[src/rtl/ws2812b_stream_driver.sv]
// ============================================================================
// Module      : ws2812b_stream_driver
// Description : WS2812B strip driver. Run-length pixel FIFO of {latch, count,
//               GRB} entries, gapless bit serialiser, built-in latch interval
//               and underrun flag.
// Revision    : 1.0 - initial release
// ============================================================================
`timescale 1ns/1ps
`default_nettype none

module ws2812b_stream_driver #(
  parameter int CLK_MHZ  = 64,
  parameter int T0H_NS   = 400,
  parameter int T1H_NS   = 800,
  parameter int BIT_NS   = 1250,
  parameter int RESET_US = 300,
  parameter int DEPTH    = 8,
  parameter int CNT_W    = 6
) (
  input  logic                     clk_i,
  input  logic                     reset_i,
  input  logic                     push_valid_i,
  output logic                     push_ready_o,
  input  logic [23:0]              push_color_i,
  input  logic [CNT_W-1:0]         push_count_i,
  input  logic                     push_latch_i,
  output logic [$clog2(DEPTH):0]   fifo_level_o,
  output logic                     busy_o,
  output logic                     underrun_o,
  output logic                     led_o
);

  localparam int T0_CYC  = CLK_MHZ * T0H_NS / 1000;
  localparam int T1_CYC  = CLK_MHZ * T1H_NS / 1000;
  localparam int BIT_CYC = CLK_MHZ * BIT_NS / 1000;
  localparam int RST_CYC = CLK_MHZ * RESET_US;

  localparam int AW = $clog2(DEPTH);
  localparam int LW = AW + 1;
  localparam int BW = $clog2(BIT_CYC);
  localparam int RW = $clog2(RST_CYC + 1);
  localparam int EW = 25 + CNT_W;

  localparam logic [LW-1:0] FULL_LVL = LW'(DEPTH);
  localparam logic [BW-1:0] BIT_LAST = BW'(BIT_CYC - 1);
  localparam logic [BW-1:0] T0_VAL   = BW'(T0_CYC);
  localparam logic [BW-1:0] T1_VAL   = BW'(T1_CYC);
  // The pin is one register stage behind the state; holding LATCH one extra
  // state cycle makes the pin-side low time after the final bit period equal
  // RST_CYC at the moment busy drops.
  localparam logic [RW-1:0] LAT_LAST = RW'(RST_CYC);

  typedef enum logic [1:0] {
    S_IDLE  = 2'd0,
    S_SEND  = 2'd1,
    S_LATCH = 2'd2
  } state_t;

  // FIFO storage and pointers
  logic [EW-1:0]    mem_q [DEPTH];
  logic [AW-1:0]    wr_ptr_q;
  logic [AW-1:0]    rd_ptr_q;
  logic [LW-1:0]    level_q;

  // Serialiser state
  state_t           state_q;
  logic [23:0]      color_q;
  logic [CNT_W-1:0] rep_q;
  logic             latch_q;
  logic [4:0]       bit_q;
  logic [BW-1:0]    cyc_q;
  logic [RW-1:0]    lat_q;
  logic             led_q;
  logic             underrun_q;

  logic             fifo_empty;
  logic             fifo_full;
  logic             push;
  logic             pop;
  logic             bit_end;
  logic             entry_end;
  logic [EW-1:0]    head;
  logic [23:0]      head_color;
  logic [CNT_W-1:0] head_count;
  logic             head_latch;
  logic [BW-1:0]    high_cyc;

  assign fifo_empty = (level_q == '0);
  assign fifo_full  = (level_q == FULL_LVL);
  assign push       = push_valid_i & ~fifo_full;

  assign head       = mem_q[rd_ptr_q];
  assign head_color = head[23:0];
  assign head_count = head[24 +: CNT_W];
  assign head_latch = head[EW-1];

  assign bit_end    = (cyc_q == BIT_LAST);
  assign entry_end  = (state_q == S_SEND) && bit_end && (bit_q == 5'd0) && (rep_q == '0);
  // Pop when idle, or at the last cycle of a non-latching entry so the next
  // entry's first bit starts on the very next cycle.
  assign pop        = ~fifo_empty && ((state_q == S_IDLE) || (entry_end && ~latch_q));

  assign high_cyc   = color_q[bit_q] ? T1_VAL : T0_VAL;

  assign push_ready_o = ~fifo_full;
  assign fifo_level_o = level_q;
  assign busy_o       = (state_q != S_IDLE);
  assign underrun_o   = underrun_q;
  assign led_o        = led_q;

  // FIFO entry storage; contents need no reset since level gates every read
  always_ff @(posedge clk_i) begin
    if (push) begin
      mem_q[wr_ptr_q] <= {push_latch_i, push_count_i, push_color_i};
    end
  end

  // FIFO pointers and occupancy; push and pop together leave the level alone
  always_ff @(posedge clk_i or posedge reset_i) begin
    if (reset_i) begin
      wr_ptr_q <= '0;
      rd_ptr_q <= '0;
      level_q  <= '0;
    end else begin
      if (push) begin
        wr_ptr_q <= wr_ptr_q + 1'b1;
      end
      if (pop) begin
        rd_ptr_q <= rd_ptr_q + 1'b1;
      end
      case ({push, pop})
        2'b10:   level_q <= level_q + 1'b1;
        2'b01:   level_q <= level_q - 1'b1;
        default: level_q <= level_q;
      endcase
    end
  end

  // Serialiser FSM with registered pin and underrun outputs
  always_ff @(posedge clk_i or posedge reset_i) begin
    if (reset_i) begin
      state_q    <= S_IDLE;
      color_q    <= '0;
      rep_q      <= '0;
      latch_q    <= 1'b0;
      bit_q      <= '0;
      cyc_q      <= '0;
      lat_q      <= '0;
      led_q      <= 1'b0;
      underrun_q <= 1'b0;
    end else begin
      led_q      <= 1'b0;
      underrun_q <= 1'b0;
      case (state_q)
        S_IDLE: begin
          if (!fifo_empty) begin
            color_q <= head_color;
            rep_q   <= head_count;
            latch_q <= head_latch;
            bit_q   <= 5'd23;
            cyc_q   <= '0;
            state_q <= S_SEND;
          end
        end
        S_SEND: begin
          led_q <= (cyc_q < high_cyc);
          if (!bit_end) begin
            cyc_q <= cyc_q + 1'b1;
          end else begin
            cyc_q <= '0;
            if (bit_q != 5'd0) begin
              bit_q <= bit_q - 5'd1;
            end else begin
              bit_q <= 5'd23;
              if (rep_q != '0) begin
                rep_q <= rep_q - 1'b1;
              end else if (latch_q) begin
                lat_q   <= '0;
                state_q <= S_LATCH;
              end else if (!fifo_empty) begin
                color_q <= head_color;
                rep_q   <= head_count;
                latch_q <= head_latch;
              end else begin
                underrun_q <= 1'b1;
                state_q    <= S_IDLE;
              end
            end
          end
        end
        S_LATCH: begin
          if (lat_q == LAT_LAST) begin
            lat_q   <= '0;
            state_q <= S_IDLE;
          end else begin
            lat_q <= lat_q + 1'b1;
          end
        end
        default: state_q <= S_IDLE;
      endcase
    end
  end

endmodule

`default_nettype wire
[config.mk]
export PLATFORM = sky130hd
export DESIGN_NAME = ws2812b_stream_driver
export DESIGN_NICKNAME = d
export VERILOG_FILES = /design/src/rtl/ws2812b_stream_driver.sv
export SDC_FILE = /design/constraint.sdc
export NUM_CORES = 1
export LEC_CHECK = 0
export ABC_AREA = 1
export CAP_MARGIN = 20
export CORE_MARGIN = 3
export CORE_UTILIZATION = 45
export CTS_CLUSTER_DIAMETER = 200
export DETAILED_ROUTE_END_ITERATION = 8
export GPL_ROUTABILITY_DRIVEN = 0
export PLACE_DENSITY = 0.59
export SLEW_MARGIN = 20
export SYNTH_ARGS = -nofsm -noshare
export SYNTH_HDL_FRONTEND = slang
export SYNTH_SLANG_ARGS = --single-unit
[constraint.sdc]
create_clock -name clk_i -period 3.4 [get_ports clk_i]
set_input_delay 0.68 -clock clk_i [delete_from_list [all_inputs] [get_ports clk_i]]
set_output_delay 0.68 -clock clk_i [all_outputs]
set_load 0.05 [all_outputs]
---- After elaboration in Yosys (flattened, before gate mapping) ----
Memory sizes are Yosys's and may differ from the RTL's.
Cells that the tools add are included.
cells by class
  $lt $le $gt $ge ......................... 2
  equal/unequal tests ..................... 16
  reductions and logical operators ........ 23
  mux-type cells .......................... 53
  add/sub/neg operators ................... 8
  bitwise operators ....................... 4
operators with widths
  cell                                                        number
  two-way mux 24 bit                                          5
  two-way mux 15 bit                                          5
  case mux 24 bit (2 select lines)                            1
  two-way mux 6 bit                                           6
  case mux 15 bit (2 select lines)                            1
  two-way mux 1 bit                                           16
  adder 15 x 1 -> 15 bit, second input constant               1
  == test 15 bit, second input constant                       1
  two-way mux 5 bit                                           3
  AND reduction 5 bit                                         3
  two-way mux 2 bit                                           7
  two-way mux 7 bit                                           2
  != test 2 bit, second input constant                        7
  case mux 7 bit (2 select lines)                             1
  case mux 6 bit (2 select lines)                             1
  case mux 5 bit (2 select lines)                             1
  case mux 4 bit (2 select lines)                             1
  nonzero test 2 bit                                          4
  adder 7 x 1 -> 7 bit, second input constant                 1
  == test 7 bit, second input constant                        1
  less-than comparator 7 x 6 -> 1 bit                         1
  adder 3 x 1 -> 3 bit, second input constant                 2
  logical NOT 6 bit                                           1
  less-than comparator 5 x 6 -> 1 bit, second input constant  1
  25 further kinds                                            33
word-level totals
  memories kept ........................... 1
  word-level logic and storage cells ...... 119
  RAM bits ................................ 248
  input port bits ......................... 34
  output and inout port bits .............. 8
  register bits after elaboration ......... 72
memories
  memory  depth  bits a word  rd ports  clocked after Yosys merged registers in  write ports  RTL line  source
  mem_q   8      31           1         0                                        1            60        logic [EW-1:0] mem_q [DEPTH];

---- Logic depth before layout (Yosys ltp) ----
Gate-level depths: netlist of run 1.
  depth after elaboration ................. 9
  depth in mapped cells ................... 16
  mapped depth without buffers ............ 14

---- Worst setup path before layout of run 1 ----
No wires, ideal clock.
  kind .................................... flip-flop to flip-flop
  start point ............................. reg level_q[0], in the netlist fifo_level_o[0]
  end point ............................... mem mem_q[0][0] (netlist name) (enable)
  required time ........................... 2.981 ns
  library setup time ...................... 0.419 ns
  setup slack ............................. -0.076 ns
  period minus slack after synthesis ...... 3.476 ns
  path buffers ............................ 0
  stages on the path, launching flop included .. 6
  arrival time ............................ 3.057 ns
  path through ............................ dfrtp_1 -> nor2_2 -> nand3_1 -> nand2_1 -> or2_2 -> nor2_1
on the way
  cells in the longest elaborated chain, start to end .. 5
RTL lines
  element                                  RTL line  source
  start, declared                          63        logic [LW-1:0] level_q;
  start signal, assigned                   132       2'b10: level_q <= level_q + 1'b1;
  start signal, assigned                   133       2'b01: level_q <= level_q - 1'b1;
  start signal, assigned                   134       default: level_q <= level_q;
  == test 4 bit                            89        assign fifo_full = (level_q == FULL_LVL);
  inverter 1 bit                           n/a
  via push_ready_o                         23        output logic push_ready_o,
  bitwise AND 1 bit                        90        assign push = push_valid_i & ~fifo_full;
  two-way mux 1 bit                        113       if (push) begin
  two-way mux 1 bit (not written as such)  114       mem_q[wr_ptr_q] <= {push_latch_i, push_count_i, push_color_i};
  end, declared                            60
The timed path passes the listed nets, and every way through them passes these cells.

---- Worst setup path after layout of run 1 ----
  start point ............................. reg bit_q[0]
  end point ............................... reg level_q[3], in the netlist fifo_level_o[3]
on the way
  cells in the longest elaborated chain, start to end .. 8
  elaborated cells on any way between the ends .. 10
  classes of those cells .................. 2 x eq/ne; 1 x mux; 7 x reduce/logical
RTL lines
  element                                                                RTL line  source
  start, declared                                                        70        logic [4:0] bit_q;
  start signal, assigned                                                 172       bit_q <= bit_q - 5'd1;
  logical NOT 5 bit (*)                                                  98        assign entry_end = (state_q == S_SEND) && bit_end && (bit_q == 5'd0) && (rep_q == '0);
  logical AND 1 bit (*) (2 in a row)                                     98
  logical AND 1 bit (*)                                                  101       assign pop = ~fifo_empty && ((state_q == S_IDLE) || (entry_end && ~latch_q));
  logical OR 1 bit (*)                                                   101
  logical AND 1 bit (*)                                                  101
  == test 2 x 1 -> 1 bit or == test 2 bit (tied branches)                131       case ({push, pop})
  case mux 4 bit (2 select lines) or nonzero test 2 bit (tied branches)  n/a
Every way passes the cells marked *; elsewhere a longest branch is shown, timed or not.
A chain may end at the register's enable or synchronous reset.

==> results of run 1 <==
## sequential cells by signal (all words and copies together), names as in the netlist
register,count
mem_q,248
rep_q,6
cyc_q,7
fifo_level_o,4
rd_ptr_q,3
latch_q,1
lat_q,15
wr_ptr_q,3
underrun_o,1
bit_q,5
color_q,24
state_q,2
led_o,1
## per-layer routing
metal | vias to the layer above | part of all wire (%)
met1 | 4527 | 44
met2 | 165 | 50
met5 | - | 0
li1 | 4631 | -
met3 | 48 | 3.8
met4 | 0 | 2.3
## cell usage after synthesis, types with 2 or more instances
cell,number
o211ai_1,3
dfrtp_1,72
nand3_1,74
nand2_2,2
inv_1,59
nand3_2,2
nand2_1,340
o21ai_0,165
o21bai_1,3
buf_2,12
xor2_1,8
nor4_1,2
nand4_1,12
nor2_1,189
buf_6,5
nor2_4,3
nor3_1,2
nand3b_1,3
inv_2,4
o22ai_1,30
clkbuf_1,38
edfxtp_1,248
a21oi_1,14
or2_2,3
buf_1,7
ha_1,15
o21ai_1,2
## worst max-delay path: stages, from the launching register on
cell and delay [ps]:
dfrtp_1 350, clkinv_1 260, ha_1 300, nand3_1 120, nand2_1 130, nand2_2 290, nor2_4 70, ha_1 250
ha_1 330, a21oi_1 140, nand2_1 80, a21oi_1 130, o21ai_0 110, xor2_1 150
## power groups by stage
stage / clock [mW] / sequential [mW] / combinational (mW)
after global placement: 0 / 4.91 / 1.06
after global routing: 3.92 / 4.88 / 1.16
after detailed placement: 0 / 4.92 / 1.09
final: 3.68 / 4.84 / 1.05
after floorplan: 0 / 5.00 / 0.487
after CTS: 3.76 / 4.84 / 1.09
## final timing paths
check                      slack, ps      from         endpoint  cells past startpoint
min in group asynchronous        550   reset_i         lat_q[7]                      2
max in group asynchronous       2170   reset_i      rd_ptr_q[1]                      3
hold / removal                   490   latch_q       underrun_o                      1
hold reg to reg                  490   latch_q       underrun_o                      1
setup reg to reg                 570  bit_q[0]  fifo_level_o[3]                     13
setup / recovery                 570  bit_q[0]  fifo_level_o[3]                     13
## layout by cell type (no fill, tap or decap), drive strengths merged
cell / n
edfxtp: 248
buf: 22
xor2: 8
a21oi: 14
bufinv: 3
nand3b: 4
a22o: 1
o211ai: 4
clkbuf: 46
or2: 3
o21bai: 3
clkinv: 14
o21ai: 168
o32ai: 1
dfrtp: 72
clkdlybuf4s50: 41
nor4: 2
ha: 15
nand3: 76
o2111ai: 1
inv: 63
fa: 1
o31ai: 1
xnor2: 1
nor2: 193
nor3: 2
a31o: 1
o22ai: 30
nand2: 342
nand4: 12
clkinvlp: 1
## final cells by class
class | instances | area, µm²
clock buffer | 46 | 948
clock inverter | 17 | 174
fill | 2637 | 14100
inverter | 64 | 241
multi-input combinational | 883 | 4140
sequential | 320 | 9250
tap | 390 | 488
timing repair buffer | 63 | 651
## logic make-up after synthesis
kind of cell               count (synthesis)
and+or+nand+nor                          634
DFF                                      320
AOI/OAI and AO/OA                        224
buffers and inverters                    126
adders and majority gates                 16
xor gates and xnor gates                   9
==> impl_metrics.py, run 1 <==
metrics = {
    "power": {
        "finalPower_mw": 9.58,
        "swShare_pct": 24.6,
        "p_leak_nw": 6.06,
        "p_sw_mw": 2.36,
        "power_density_nw_per_um2": 603,
        "vdd_drop_max_uv": 501,
        "p_int_mw": 7.22,
        "seq_power_share_pct": 50.6,
        "pwr-share-comb_pct": 11.0,
        "pwr-share-clk_pct": 38.4,
    },
    "clocking": {
        "cts_buffers": 35,
        "post_cts_buffers": 0,
        "ctsHoldBuffers": 0,
        "cts_tree": "done",
        "cts_root_buf": "clkbuf_16",
        "clk_path_buf_depth": 3,
        "clk-insertion-delay-late_ps": 520,
        "clock-sinks": 320,
        "htree_num_levels": 2,
        "clk_pin_slew_ps": 60,
        "cts_resized": 0,
    },
    "setup_path": {
        "path_class": "register to register",
        "path_max_fanout": 18,
        "required_ps": 3790,
        "critical_path_arrival_ps": 3220,
        "startpoint_type": "register",
        "end_kind": "register",
    },
    "grt": {
        "use_met3_pct": 2.54,
        "grt_pass1_wl_um": 49200,
        "antenna_found_initial": 0,
        "grt_pass1_vias": 9161,
        "grt_overflow": 0,
        "grt_use_total_pct": 18.6,
        "grt_max_degree": 69,
        "busiest_layer": "met2",
        "use_met1_pct": 25.1,
        "grtUsageMet2_pct": 32.1,
    },
    "synthesis": {
        "synth_cell_types": 39,
        "synthArstFlopShare_pct": 22.5,
        "yosys.area_share.simple_pct": 18.7,
        "avgSynthCellArea_um2": 10.4,
        "syn_area_um2": 13900,
        "yosys_warnings": 0,
        "synth_top_family_by_area": "simple AND/OR/NAND/NOR gates",
        "synth.area.top_cells": "edfxtp_1 54%, dfrtp_1 13%, nand2_1 9.2%",
        "ys_ff_latch": 320,
        "syn_nets": 1379,
        "synthXorXnorAreaFrac_pct": 0.569,
        "syn_inst": 1329,
        "synth_compound_area_share_pct": 8.68,
        "muxShareOfSynthArea_pct": 0,
        "netlist.area_leader.share_pct": 53.8,
        "synth_largest_area_cell": "edfxtp_1",
        "synth_fa_ha_area_share_pct": 1.50,
        "synth_edf_count": 248,
        "ys.flop_type": "edfxtp_1",
        "yosysSeqAreaShare_pct": 66.8,
    },
    "sta": {
        "min_period_ps": 2830,
        "holdWs_ps": 495,
        "fin_setup_tns_ps": 0,
        "finalHoldViolations": 0,
        "maxSlewViolCount": 0,
        "rsz0062_at_grt": "no",
        "finalCritPeriodShare_pct": 83.2,
        "slew_headroom_pct": 49.7,
        "final.setup_skew_ps": 20.3,
        "worstMarginPinSlew_ps": 753,
        "clock.fmax_mhz": 353,
        "finalSetupViolations": 0,
        "setup_ws_ps": 570,
    },
    "floorplanning": {
        "die_h_um": 181,
        "rows": 63,
        "dieArea_um2": 32900,
        "core_um2": 30000,
        "num_io_pins": 42,
        "fp.dieW_um": 181,
        "start_util_pct": 46.2,
    },
    "route": {
        "wl_per_cell_um": 17.1,
        "first_pass_iters": 6,
        "wirelength_um": 30500,
        "drtAntennaViolNets": 0,
        "viasPerCell": 5.26,
        "drc": 0,
        "via_count": 9371,
        "dr.first_iter.drc_count": 786,
    },
    "finish": {
        "nNetsFinal": 1417,
        "n_antenna_cell": 0,
        "area_delta_synth_final_pct": 14.7,
        "final_cell_area_um2": 15900,
        "instances_no_fill": 1783,
        "layout-drive-gt1-share_pct": 7.47,
        "final_util_pct": 53.1,
    },
    "placed_design": {
        "placed_cell_area_um2": 14800,
        "port_buffers": 41,
        "dp_hpwl_um": 17800,
        "post-place-cells": 1720,
        "dp_slack_ps": 599,
    },
    "hold_path": {
        "hold_path.class": "register to register",
    },
    "run": {
        "cap_violations": 0,
    },
    "status": {
        "status": "complete, no violations",
    },
}
(Power assumes the default switching activity.)
==> inputs of run 2 (changes only) <==
Settings changed: PLACE_DENSITY 0.59 to 0.62.
Clock period 3.4 ns to 2.6 ns, I/O delays scaled along.
==> run 2 against run 1 <==
- sequential cell count is the same
- non-clock buffer count grew 20
- power increased by 30%
- clock power is 26% higher
- sequential share of layout area down 0.80 points
- critical path type is now register to output pin
- design area up 1.5%
- via count grew 1.9%
- clock-buffer cell count grew 7
- utilization rose by 0.77 points
==> impl_metrics.py, run 2 (synthesis gave the netlist of run 1 again) <==
metrics = {
    "hold_path": {
        "hold_path.class": "input pin to asynchronous set/reset pin",
    },
    "route": {
        "drc": 0,
        "via_count": 9548,
        "wirelength_um": 30400,
        "wl_per_cell_um": 16.9,
        "drtAntennaViolNets": 0,
        "viasPerCell": 5.30,
        "first_pass_iters": 5,
        "dr.first_iter.drc_count": 695,
    },
    "floorplanning": {
        "dieArea_um2": 32900,
        "core_um2": 30000,
        "fp.dieW_um": 181,
        "rows": 63,
        "num_io_pins": 42,
        "die_h_um": 181,
        "start_util_pct": 46.2,
    },
    "power": {
        "swShare_pct": 25.1,
        "p_sw_mw": 3.12,
        "vdd_drop_max_uv": 573,
        "p_leak_nw": 6.15,
        "seq_power_share_pct": 51.0,
        "finalPower_mw": 12.4,
        "pwr-share-clk_pct": 37.2,
        "power_density_nw_per_um2": 771,
        "pwr-share-comb_pct": 11.8,
        "p_int_mw": 9.31,
    },
    "sta": {
        "finalCritPeriodShare_pct": 94.5,
        "fin_setup_tns_ps": 0,
        "min_period_ps": 2460,
        "finalHoldViolations": 0,
        "slew_headroom_pct": 51.4,
        "rsz0062_at_grt": "no",
        "clock.fmax_mhz": 407,
        "maxSlewViolCount": 0,
        "finalSetupViolations": 0,
        "final.setup_skew_ps": 29.6,
        "worstMarginPinSlew_ps": 727,
    },
    "setup_path": {
        "r2r_start": "state_q[1]",
        "cp_slowest_cell": "clkdlybuf4s50_1",
        "crit_end": "push_ready_o",
        "required_ps": 2080,
        "critical_path_arrival_ps": 1940,
        "r2r_slack_ps": 190,
        "rr_worst_depth": 12,
        "path_class": "register to output pin",
        "crit_start": "fifo_level_o[0]",
        "path_max_fanout": 5,
        "cp_top_family": "buffers and inverters",
        "max_stage_delay_ps": 710,
        "startpoint_type": "register",
        "end_kind": "output pin",
        "reg2reg_to": "fifo_level_o[3]",
        "worst-path-buf-inv": 1,
        "cp_cell_sequence": "nor2_2 -> nand3_2 -> clkdlybuf4s50_1",
        "worstSetupPathDepth": 3,
    },
    "grt": {
        "antenna_found_initial": 0,
        "grt_overflow": 0,
        "grt_use_total_pct": 18.3,
        "grt_pass1_vias": 9226,
        "grt_pass1_wl_um": 48800,
        "grt_max_degree": 85,
    },
    "clocking": {
        "clk_pin_slew_ps": 60,
        "cts_buffers": 35,
        "ctsHoldBuffers": 0,
        "clk_path_buf_depth": 3,
        "cts_tree": "done",
        "clock-sinks": 320,
        "htree_num_levels": 2,
        "cts_root_buf": "clkbuf_16",
        "clk-insertion-delay-late_ps": 530,
    },
    "placed_design": {
        "dp_hpwl_um": 17500,
        "port_buffers": 41,
    },
    "finish": {
        "final_common_cell": "nand2_1",
        "nNetsFinal": 1437,
        "n_antenna_cell": 0,
        "area_delta_synth_final_pct": 16.4,
        "final_util_pct": 53.8,
        "largest_reg_flops": 248,
        "top_regs": "mem_q: 248 flops, color_q: 24 flops, lat_q: 15 flops",
        "fill_cells": 2564,
        "layout-drive-gt1-share_pct": 8.99,
        "top_register": "mem_q",
        "mostFrequentLayoutCells": "339 x nand2_1, 248 x edfxtp_1, 180 x nor2_1",
    },
    "status": {
        "status": "complete, no violations",
    },
    "run": {
        "cap_violations": 0,
    },
}
==> run 2: changes by cell type in the layout (fill, tap and decap cells not counted), moves of 2 or more <==
cell / previous run / this run
clkinv_1: 4 / 6
dfrtp_2: 1 / 5
clkbuf_1: 9 / 12
bufinv_16: 3 / 0
clkbuf_8: 1 / 6
clkinv_2: 9 / 1
buf_12: 6 / 12
buf_4: 16 / 30
dfrtp_1: 70 / 66
==> run 2: worst min path at each step <==
| stage | endpoint | slack, ps | cells after the start |
|---|---|---|---|
| 2_1_floorplan | underrun_o | 430 | 1 |
| 3_3_place_gp | underrun_o | 450 | 1 |
| 3_5_place_dp | underrun_o | 450 | 1 |
| 4_1_cts | lat_q[10] | 280 | 2 |
| 5_1_grt | lat_q[10] | 300 | 2 |
| 6_report | lat_q[13] | 290 | 2 |
==> run 2: final cells by class <==
cell class                 instances  area [µm²]  share of cell area, %
sequential                       320        9260                   57.4
multi-input combinational        883        4170                   25.8
clock buffer                      53        1000                   6.22
timing repair buffer              83         875                   5.42
tap                              390         488                   3.03
inverter                          64         246                   1.53
clock inverter                    10        86.3                  0.535
==> run 2: worst reg2reg max path, stage by stage (launching register included) <==
cell and delay (ps):
dfrtp_1 450, nor2_4 250, inv_2 80, nor2_4 130, nand3b_4 170, nor2_4 60
ha_4 170, ha_1 320, a21oi_1 140, nand2_1 80, a21oi_1 160, o21ai_0 130
xor2_1 150
==> run 2: repair_timing <==
item                       CTS  global route
pin swaps                    0             0
setup endpoints to repair    1             1
setup buffers                0             0
resized for setup            1             3
==> run 2: metal layers <==
metal	track usage, %	up-vias	share of wire [%]
met1	25.1	4617	45
met4	5.64	0	2.3
met3	2.34	60	4.0
met5	0	-	0
met2	30.8	196	49
li1	-	4675	-
==> run 2: per-stage QoR <==
step	area, µm²	setup WS [ps]	cells	hold slack, ps
floorplan	13900	16.2	1329	425
global placement	15000	192	1740	455
detailed placement	15000	109	1740	446
CTS	16100	120	1803	276
global route	16100	25.8	1803	298
finish	16100	143	1803	286
==> run 2: power groups by stage <==
stage | clock network [mW] | logic, mW | registers [mW]
6_report | 4.63 | 1.47 | 6.34
5_1_grt | 4.93 | 1.60 | 6.38
4_1_cts | 4.75 | 1.49 | 6.34
3_5_place_dp | 0 | 1.49 | 6.44
3_3_place_gp | 0 | 1.48 | 6.43
2_1_floorplan | 0 | 0.714 | 6.52
==> edit, RTL diff (settings of run 2) <==
The parameter `CLK_MHZ` goes from 64 to 32.
--- a/src/rtl/ws2812b_stream_driver.sv
+++ b/src/rtl/ws2812b_stream_driver.sv
@@ -11,3 +11,3 @@
 module ws2812b_stream_driver #(
-  parameter int CLK_MHZ  = 64,
+  parameter int CLK_MHZ  = 32,
   parameter int T0H_NS   = 400,
Check against the original RTL: no difference found for any inputs over 10 cycles, from zero or initial values and one cycle with reset_i high; that may be too few to reach the edited logic, so the function may still have changed.
==> edit against run 2 <==
Worst setup slack worse by 57 ps. Clock power grew 5.4%. Power is 1.6% higher. Hold slack better by 140 ps. Final cell count decreased by 9.7%. Design area decreased by 2.6%. Sequential cell count down 2. Highest routed layer unchanged. Routed wire length fell by 1.6%. Count of clock-buffer cells in the layout is 6 lower. Area after synthesis decreased by 3.3%.
==> edit: results (changes against run 2) <==
Yosys cell types = 45 (was 39)
Hpwl dp = 16,970 um (was 17,530 um)
Nets = 1,266 (was 1,437)
Post-synth EDFFs = 248 (unchanged)
M1 GR Usage = 26.39% (was 25.14%)
Synth top cells by count = edfxtp_1 (248), nor2_1 (188), o21ai_0 (157) (was nand2_1 (340), edfxtp_1 (248), nor2_1 (189))
Num CTS Buffers = 35 (unchanged)
Worst min path class = input pin to asynchronous set/reset pin (unchanged)
GRT met2 Usage = 32.02% (was 30.81%)
Wirelength, routed = 29,960 um (was 30,440 um)
Met3 Usage GRT = 3.257% (was 2.344%)
Max FO, Critical Path = 4 (was 5)
VDD IR max = 0.5766 mV (was 0.5732 mV)
Vias = 8,870 (was 9,548)
Pin count of the biggest net entering global routing = 131 (was 85)
Filler cells = 2,470 (was 2,564)
Reg2Reg Setup Slack = 150 ps (was 190 ps)
Initial antenna violation count = 1 (was 0)
Reg2reg start = cyc_q[0] (was state_q[1])
Pre-Repair DR Iteration Count = 4 (was 5)
Later-pin clock latency in the skew report = 520 ps
Yosys Warn Count = 0 (unchanged)
DRT iter0 DRCs = 676 (was 695)
Sequential share of the synthesized area = 68.67% (was 66.78%)
Data arrival time of the critical path = 1990 ps (was 1940 ps)
Slew @ Worst Pin = 680.5 ps (was 727.4 ps)
Total track usage = 19.30% (was 18.34%)
First-pass GRT wire length = 47,960 um (was 48,810 um)
Share of layout cells above drive strength 1 = 11.74% (was 8.988%)
Worst Clk Skew = 15.78 ps (was 29.64 ps)
Post-CTS Setup Bufs = 0 (unchanged)
Crit Reg-Reg Endpoint = fifo_level_o[3] (unchanged)
CTS resizes = 0 (was 1)
Synth top area cells = edfxtp_1 (56%), dfrtp_1 (13%), o21ai_0 (5.9%), nor2_1 (5.3%), nand2_1 (4.0%) (was edfxtp_1 (54%), dfrtp_1 (13%), nand2_1 (9.2%), o21ai_0 (6.0%), nor2_1 (5.1%))
CTS HTree Levels = 2 (unchanged)
Register-to-Register Path Depth = 16 (was 12)
Syn nets = 1,208 (was 1,379)
Status = finished clean (unchanged)
Clk root buf = clkbuf_16 (unchanged)
Ys async rst share = 22.01% (was 22.50%)
Clock buffer depth = 3 (unchanged)
IO Port Bufs = 41 (unchanged)
LEAKAGE = 0.005568 uW (was 0.006151 uW)
Placed cell area = 0.01456 mm2 (was 0.01502 mm2)
Pwr per Cell Area = 804.4 mW/mm2 (was 771.5 mW/mm2)
Top Registers = mem_q: 248 flops, color_q: 24 flops, lat_q: 14 flops (was mem_q: 248 flops, color_q: 24 flops, lat_q: 15 flops)
Clk slew on worst S/H paths = 60 ps (about the same)
[edit: stage by stage]
stage,hold WS (ps),worst slack (ps),cells
floorplan,475.3,-74.78,1159
global placement,507.4,168.6,1564
detailed placement,513.5,149.7,1564
CTS,435.7,53.80,1628
global route,463.1,-138.5,1628
finish,425.3,85.87,1629
[edit: final cells by class]
cell class,instances,share of cell area (%)
sequential,318,58.58
multi-input combinational,721,24.23
clock buffer,47,6.188
timing repair buffer,77,5.288
tap,384,3.058
inverter,64,1.561
clock inverter,17,1.083
antenna,1,0.01593
[edit: how the worst max path moves through the flow]
stage	from	end	slack [ps]
after global routing	cyc_q[0]	fifo_level_o[3]	-140
after global placement	cyc_q[0]	fifo_level_o[3]	170
after floorplan	bit_q[0]	fifo_level_o[3]	-70
final	state_q[0]	busy_o	90
after detailed placement	cyc_q[0]	fifo_level_o[3]	150
after CTS	state_q[0]	busy_o	50
[edit: routing by layer]
layer  wire length (um)  vias to the layer above
li1                   -                     4260
met1              13250                     4367
met2              14490                      194
met3               1604                       49
met4                616                        0
met5                  0                        -
[edit: worst max-delay path, cell delays in order (launching register included)]
cell and delay, ps:
dfrtp_1 390, buf_4 150, nor2_1 50, inv_1 90
clkdlybuf4s50_1 820
[edit: cell families (layout without fill, tap and decap cells)]
logic type,Yosys count,after routing,share of synthesized area (%)
AOI/OAI and AO/OA,279,279,12.13
xor gates and xnor gates,14,14,0.9153
adders and majority gates,15,15,1.457
buffers and inverters,120,205,3.726
DFF,318,318,68.67
other,0,1,0
and+or+nand+nor,413,413,13.10
[edit: power breakdown]
part           total [uW]  switching (uW)  internal (uW)
logic                1460            1020            443
clock network        4880            1940           2930
registers            6300             153           6150
